--- config.mk ---
export PLATFORM = sky130hd
export DESIGN_NAME = calc_operand_feeder_flat
export DESIGN_NICKNAME = d
export VERILOG_FILES = /design/src/rtl/calc_operand_feeder_pkg.sv /design/src/rtl/calc_operand_feeder_if.sv /design/src/rtl/calc_operand_feeder.sv /design/src/flat_wrapper.sv
export SDC_FILE = /design/constraint.sdc
export NUM_CORES = 1
export LEC_CHECK = 0
export BUFFER_PORTS_ARGS = -buffer_cell sky130_fd_sc_hd__buf_2
export CAP_MARGIN = 15
export CORE_MARGIN = 1
export CORE_UTILIZATION = 50
export CTS_CLUSTER_SIZE = 30
export DETAILED_ROUTE_END_ITERATION = 16
export HOLD_SLACK_MARGIN = 0.02
export PLACE_DENSITY = 0.89
export SLEW_MARGIN = 20
export SYNTH_ARGS = -nofsm -noshare
export SYNTH_HDL_FRONTEND = slang
export SYNTH_SLANG_ARGS = --single-unit
--- constraint.sdc ---
create_clock -name clk -period 2.4 [get_ports clk]
set_clock_uncertainty 0.2 [all_clocks]
set_input_delay 0 -clock clk [delete_from_list [all_inputs] [get_ports clk]]
set_output_delay 0 -clock clk [all_outputs]
set_load 0.005 [all_outputs]
--- src/rtl/calc_operand_feeder_pkg.sv ---
// Shared types and constants for the Calculate-stage operand feeder.
package calc_feed_pkg;

  localparam int unsigned DATA_W_DEF   = 8;
  localparam int unsigned RESULT_W_DEF = 16;
  localparam int unsigned TERMS        = 3;

  // Width of the latency down-counter; holds CALC_LATENCY-1 for latencies 1..15.
  localparam int unsigned LAT_W = 4;
  // Width of the operand-pair slot index.
  localparam int unsigned IDX_W = 2;

  typedef logic [LAT_W-1:0] lat_t;
  typedef logic [IDX_W-1:0] idx_t;

  localparam idx_t LAST_IDX = idx_t'(TERMS - 1);

  typedef enum logic [1:0] {
    FILL      = 2'd0,
    WAIT      = 2'd1,
    HOLD      = 2'd2,
    HOLD_FULL = 2'd3
  } feed_state_t;

  // Input side is open only while collecting operands with the operand bank free.
  function automatic logic accepts_input(feed_state_t s);
    return (s == FILL) || (s == HOLD);
  endfunction

endpackage

--- src/rtl/calc_operand_feeder_if.sv ---
// Input pair stream and output result stream of the operand feeder.
interface calc_operand_feeder_if #(
  parameter int unsigned DATA_W   = 8,
  parameter int unsigned RESULT_W = 16
);

  logic                in_valid;
  logic                in_ready;
  logic [DATA_W-1:0]   in_x;
  logic [DATA_W-1:0]   in_y;

  logic                out_valid;
  logic                out_ready;
  logic [RESULT_W-1:0] out_data;

  // Feeder side.
  modport slave (
    input  in_valid, in_x, in_y, out_ready,
    output in_ready, out_valid, out_data
  );

  // Producer/consumer side.
  modport master (
    output in_valid, in_x, in_y, out_ready,
    input  in_ready, out_valid, out_data
  );

endinterface

--- src/rtl/calc_operand_feeder.sv ---
// Packs a serial (x, y) pair stream into three operand registers, holds them for
// the Calculate stage latency, captures its result and offers it downstream.
module calc_operand_feeder
  import calc_feed_pkg::*;
#(
  parameter int unsigned DATA_W       = DATA_W_DEF,
  parameter int unsigned RESULT_W     = RESULT_W_DEF,
  parameter int unsigned CALC_LATENCY = 3
) (
  input  logic                clk,
  input  logic                reset,
  calc_operand_feeder_if.slave bus,
  output logic [DATA_W-1:0]   x1,
  output logic [DATA_W-1:0]   x2,
  output logic [DATA_W-1:0]   x3,
  output logic [DATA_W-1:0]   y1,
  output logic [DATA_W-1:0]   y2,
  output logic [DATA_W-1:0]   y3,
  input  logic [RESULT_W-1:0] calc_result
);

  localparam lat_t LAT_LOAD = lat_t'(CALC_LATENCY - 1);

  feed_state_t         state_q, state_d;
  idx_t                idx_q;
  lat_t                lat_q, lat_d;
  logic                out_valid_q, out_valid_d;
  logic [RESULT_W-1:0] out_data_q, out_data_d;

  logic in_ready;
  logic in_acc;
  logic out_acc;
  logic last_pair;

  assign in_ready  = accepts_input(state_q);
  assign in_acc    = bus.in_valid && in_ready;
  assign out_acc   = out_valid_q && bus.out_ready;
  // An out-of-range index is treated as the final slot so it recovers to 0.
  assign last_pair = in_acc && (idx_q >= LAST_IDX);

  assign bus.in_ready  = in_ready;
  assign bus.out_valid = out_valid_q;
  assign bus.out_data  = out_data_q;

  // Write accepted pairs into the slot selected by idx and advance idx.
  always_ff @(posedge clk or negedge reset) begin
    if (!reset) begin
      idx_q <= '0;
      x1    <= '0;
      x2    <= '0;
      x3    <= '0;
      y1    <= '0;
      y2    <= '0;
      y3    <= '0;
    end else if (in_acc) begin
      case (idx_q)
        idx_t'(0): begin
          x1 <= bus.in_x;
          y1 <= bus.in_y;
        end
        idx_t'(1): begin
          x2 <= bus.in_x;
          y2 <= bus.in_y;
        end
        default: begin
          x3 <= bus.in_x;
          y3 <= bus.in_y;
        end
      endcase
      idx_q <= last_pair ? '0 : idx_q + 1'b1;
    end
  end

  // State, latency counter and output register update.
  always_ff @(posedge clk or negedge reset) begin
    if (!reset) begin
      state_q     <= FILL;
      lat_q       <= '0;
      out_valid_q <= 1'b0;
      out_data_q  <= '0;
    end else begin
      state_q     <= state_d;
      lat_q       <= lat_d;
      out_valid_q <= out_valid_d;
      out_data_q  <= out_data_d;
    end
  end

  // Next-state decode: sequence fill, latency wait, result hold and handoff.
  always_comb begin
    state_d     = state_q;
    lat_d       = lat_q;
    out_valid_d = out_valid_q;
    out_data_d  = out_data_q;
    case (state_q)
      FILL: begin
        if (last_pair) begin
          state_d = WAIT;
          lat_d   = LAT_LOAD;
        end
      end
      WAIT: begin
        if (lat_q == '0) begin
          state_d     = HOLD;
          out_valid_d = 1'b1;
          out_data_d  = calc_result;
        end else begin
          lat_d = lat_q - 1'b1;
        end
      end
      HOLD: begin
        // A third pair landing with the output handshake goes straight to WAIT.
        if (out_acc) begin
          out_valid_d = 1'b0;
          if (last_pair) begin
            state_d = WAIT;
            lat_d   = LAT_LOAD;
          end else begin
            state_d = FILL;
          end
        end else if (last_pair) begin
          state_d = HOLD_FULL;
        end
      end
      HOLD_FULL: begin
        // Operands have been stable since the earlier third-pair edge, so the
        // latency count may start from the handshake edge.
        if (out_acc) begin
          out_valid_d = 1'b0;
          state_d     = WAIT;
          lat_d       = LAT_LOAD;
        end
      end
      default: begin
        state_d     = FILL;
        lat_d       = '0;
        out_valid_d = 1'b0;
      end
    endcase
  end

endmodule

--- src/flat_wrapper.sv ---
// flat-port wrapper written by rule: the top's interface ports become plain ports
module calc_operand_feeder_flat import calc_feed_pkg::*;
#(
  parameter int unsigned DATA_W       = DATA_W_DEF,
  parameter int unsigned RESULT_W     = RESULT_W_DEF,
  parameter int unsigned CALC_LATENCY = 3
)
  (clk, reset, x1, x2, x3, y1, y2, y3, calc_result, bus_in_valid, bus_in_x, bus_in_y, bus_out_ready, bus_in_ready, bus_out_valid, bus_out_data);
  calc_operand_feeder_if #(.DATA_W(DATA_W), .RESULT_W(RESULT_W)) bus_i ();
  input  logic clk;
  input  logic reset;
  output logic [DATA_W-1:0] x1;
  output logic [DATA_W-1:0] x2;
  output logic [DATA_W-1:0] x3;
  output logic [DATA_W-1:0] y1;
  output logic [DATA_W-1:0] y2;
  output logic [DATA_W-1:0] y3;
  input  logic [RESULT_W-1:0] calc_result;
  input wire logic [$bits(bus_i.in_valid)-1:0] bus_in_valid;
  input wire logic [$bits(bus_i.in_x)-1:0] bus_in_x;
  input wire logic [$bits(bus_i.in_y)-1:0] bus_in_y;
  input wire logic [$bits(bus_i.out_ready)-1:0] bus_out_ready;
  output wire logic [$bits(bus_i.in_ready)-1:0] bus_in_ready;
  output wire logic [$bits(bus_i.out_valid)-1:0] bus_out_valid;
  output wire logic [$bits(bus_i.out_data)-1:0] bus_out_data;
  assign bus_i.in_valid = bus_in_valid;
  assign bus_i.in_x = bus_in_x;
  assign bus_i.in_y = bus_in_y;
  assign bus_i.out_ready = bus_out_ready;
  assign bus_in_ready = bus_i.in_ready;
  assign bus_out_valid = bus_i.out_valid;
  assign bus_out_data = bus_i.out_data;
  calc_operand_feeder #(.DATA_W(DATA_W), .RESULT_W(RESULT_W), .CALC_LATENCY(CALC_LATENCY)) u_core (.clk(clk), .reset(reset), .bus(bus_i), .x1(x1), .x2(x2), .x3(x3), .y1(y1), .y2(y2), .y3(y3), .calc_result(calc_result));
endmodule
==> flow_summary_export.csv <==
group,metric,value,unit
outcome,outcome,"completed",
route,wire_per_inst,15.0,um
final_layout,fillers,399,
critical_path,rr_startpoint,"u_core.state_q[0]$_DFFE_PN0P_",
floorplan,rows,28,
logic_synthesis,synth.avg_cell_area,14.9,um^2
route,drt-total-wl,6.50,mm
final_layout,final_cell_mix,"101 x buf_2, 73 x dfrtp_1, 52 x mux2_2",
global_route,grt-ovfl-total,0,
floorplan,core_area,5920,um^2
logic_synthesis,yosysWarnings,0,
global_route,grt_use_total,0.214,
logic_synthesis,yosysSeqAreaShare,0.594,
clock_tree,post_cts_buffers,0,
critical_path,arrival,2240,ps
floorplan,die-area,6460,um^2
logic_synthesis,synth-edff-count,0,
critical_path,timing.rr.end,"u_core.y2[0]$_DFFE_PN0P_",
route,dr.pass1.iters,4,
route,route.detailed.drc,0,
run,cap_violations,0,
final_layout,multi_input_area,1170,um^2
pwr,switching_share,0.210,
route,routed_via_density,5.08,
pwr,power.density,561,nW/um^2
logic_synthesis,synthDistinctLibCells,34,
global_route,antenna_found_initial,0,
sta,worstMarginPinSlew,451,ps
critical_path,crit_type,"reg -> reg",
critical_path,worst_setup_path_end_kind,"register",
critical_path,cp_slowest_cell,"dfrtp_1",
floorplan,io_pins,102,
logic_synthesis,synth_cells,206,
critical_path,crit_chain,"inv_1, ha_1, or2_1, and2_4, nand2_2, mux2_2",
clock_tree,cts.sinks,73,
route,ant_nets,0,
logic_synthesis,synth.ff_latch_count,73,
sta,fin_crit_sh,0.927,
critical_path,setup.worst_path.start,"u_core.state_q[0]$_DFFE_PN0P_",
route,dr.first_iter.drc_count,73,
floorplan,start_util,0.519,
pwr,pwr-share-seq,0.516,
clock_tree,cts_made_buffers,9,
clock_tree,cts_buffer_depth,2,
sta,finalSetupViolCount,0,
sta,slew_viol_final,0,
final_layout,antenna_cells,0,
sta,relSlewSlack,0.700,
hold_path,worstHoldPathType,"in -> async",
critical_path,cp_max_fo,16,
pwr,ir_drop,0.414,mV
global_route,grt_pass1_vias,2213,
final_layout,area_delta_synth_final,38.2,%
critical_path,r2r_cells,6,
place,place_congestion,0.763,
sta,period_needed,2220,ps
pwr,intPower,1880,uW
place,hpwl,4.45,mm
floorplan,chipWidth,80.4,um
pwr,p_switching,500,uW
critical_path,worstPathRequired,2420,ps
final_layout,area.sequential,1830,um^2
clock_tree,path_clk_slew,80,ps
sta,max_freq,449,MHz
clock_tree,clock_latency,330,ps
logic_synthesis,synth.cell_area,3070,um^2
logic_synthesis,syn-num-nets,251,
route,vias,2200,
logic_synthesis,ys.flop_type,"dfrtp_1",
clock_tree,cts_tree,"yes",
pwr,total_power,2380,uW
sta,setup_tns,0,ps
clock_tree,cts-root-buf,"clkbuf_8",
final_layout,drive_gt1_frac,0.531,
critical_path,cp_slowest_stage_delay,380,ps
pwr,pwr-share-clk,0.438,
critical_path,cp-start-kind,"register",
clock_tree,cts_hold_buf,36,
floorplan,die_h,80.4,um
place,io_buffers,101,
pwr,p_leak,0.00244,uW
pwr,combPwrFrac,0.046,
global_route,grt_max_degree,38,
final_layout,layout_commonest_cell,"buf_2",
clock_tree,cts_repair_resize_count,0,
sta,hold_violations,0,
logic_synthesis,ys_async_sr_fraction,1.00,
critical_path,r2r_slack,180,ps
global_route,grt_pass1_wl,10.3,mm
clock_tree,h-tree-depth,3,
sta,rsz0062_at_grt,"no",
final_layout,layout.nets,398,
==> sequential cells by signal, indices dropped and copies added, names as in the netlist <==
signal                flops
u_core.y1                 8
u_core.state_q            2
u_core.x3                 8
u_core.y3                 8
u_core.idx_q              2
u_core.x1                 8
u_core.lat_q              4
u_core.y2                 8
u_core.bus.out_data      16
u_core.x2                 8
u_core.bus.out_valid      1
==> kinds of logic after synthesis <==
logic type      count (synthesis)  share of synthesized area
compound gates                 15                     0.0346
fa+ha+maj                       9                     0.0366
buf+inv                        14                     0.0293
flops                          73                      0.594
mux                            67                      0.257
simple gates                   28                     0.0480
==> power by group through the flow <==
stage	clock, uW	sequential (uW)	combinational, uW
floorplan	0	1250	1.86
global placement	0	1250	62.9
detailed placement	0	1250	65.8
CTS	1070	1230	111
global route	1130	1230	123
finish	1040	1230	110
==> stage by stage <==
stage / hold slack (ps) / worst slack, ps / area [um^2] / utilization / cells
6_report: 54.7 / 175 / 4250 / 0.717 / 433
5_1_grt: 68.1 / 54.6 / 4250 / 0.717 / 433
4_1_cts: 42.1 / 160 / 4250 / 0.717 / 433
3_5_place_dp: -324 / 157 / 3670 / 0.620 / 381
3_3_place_gp: -328 / 211 / 3670 / 0.620 / 381
2_1_floorplan: -496 / 317 / 3070 / - / 206
==> Yosys cell counts (3+ instances only) <==
cell type,number,share of area
dfrtp_1,73,0.59
mux2_2,52,0.19
mux2_4,10,0.049
nand2_1,10,0.012
ha_1,9,0.037
inv_1,7,0.0086
o21ai_0,5,0.0081
nor2_1,4,0.0049
buf_4,3,0.0073
mux2_1,3,0.011
==> layout make-up <==
class / count / share of cell area
clock inverter: 6 / 0.0212
clock buffer: 10 / 0.0301
sequential: 73 / 0.430
multi-input combinational: 119 / 0.276
inverter: 7 / 0.00619
tap: 75 / 0.0221
timing repair buffer: 143 / 0.214
==> worst max-delay path: cells and delay by family (launching register included) <==
| family | cells | cell delay [ps] |
|---|---|---|
| adder cells (fa/ha/maj) | 1 | 290 |
| buffers and inverters | 1 | 90 |
| flip-flops | 1 | 380 |
| multiplexers | 1 | 380 |
| AND/OR/NAND/NOR | 3 | 760 |
==> per-layer routing <==
layer | track usage | share of wire | up-vias
li1 | - | - | 1034
met5 | 0 | 0 | -
met2 | 0.364 | 0.52 | 70
met4 | 0.0554 | 0.0046 | 0
met1 | 0.263 | 0.42 | 1092
met3 | 0.0670 | 0.054 | 4
==> how the worst max path moves through the flow <==
| stage | to | slack (ps) | cells past startpoint |
|---|---|---|---|
| after CTS | u_core.x2[7]$_DFFE_PN0P_ | 160 | 6 |
| after detailed placement | u_core.y2[4]$_DFFE_PN0P_ | 160 | 6 |
| after floorplan | u_core.x2[7]$_DFFE_PN0P_ | 320 | 7 |
| final | u_core.y2[0]$_DFFE_PN0P_ | 180 | 6 |
| after global routing | u_core.x2[4]$_DFFE_PN0P_ | 50 | 6 |
| after global placement | u_core.x2[2]$_DFFE_PN0P_ | 210 | 6 |
Note: power is estimated with default switching activity, not from simulation.
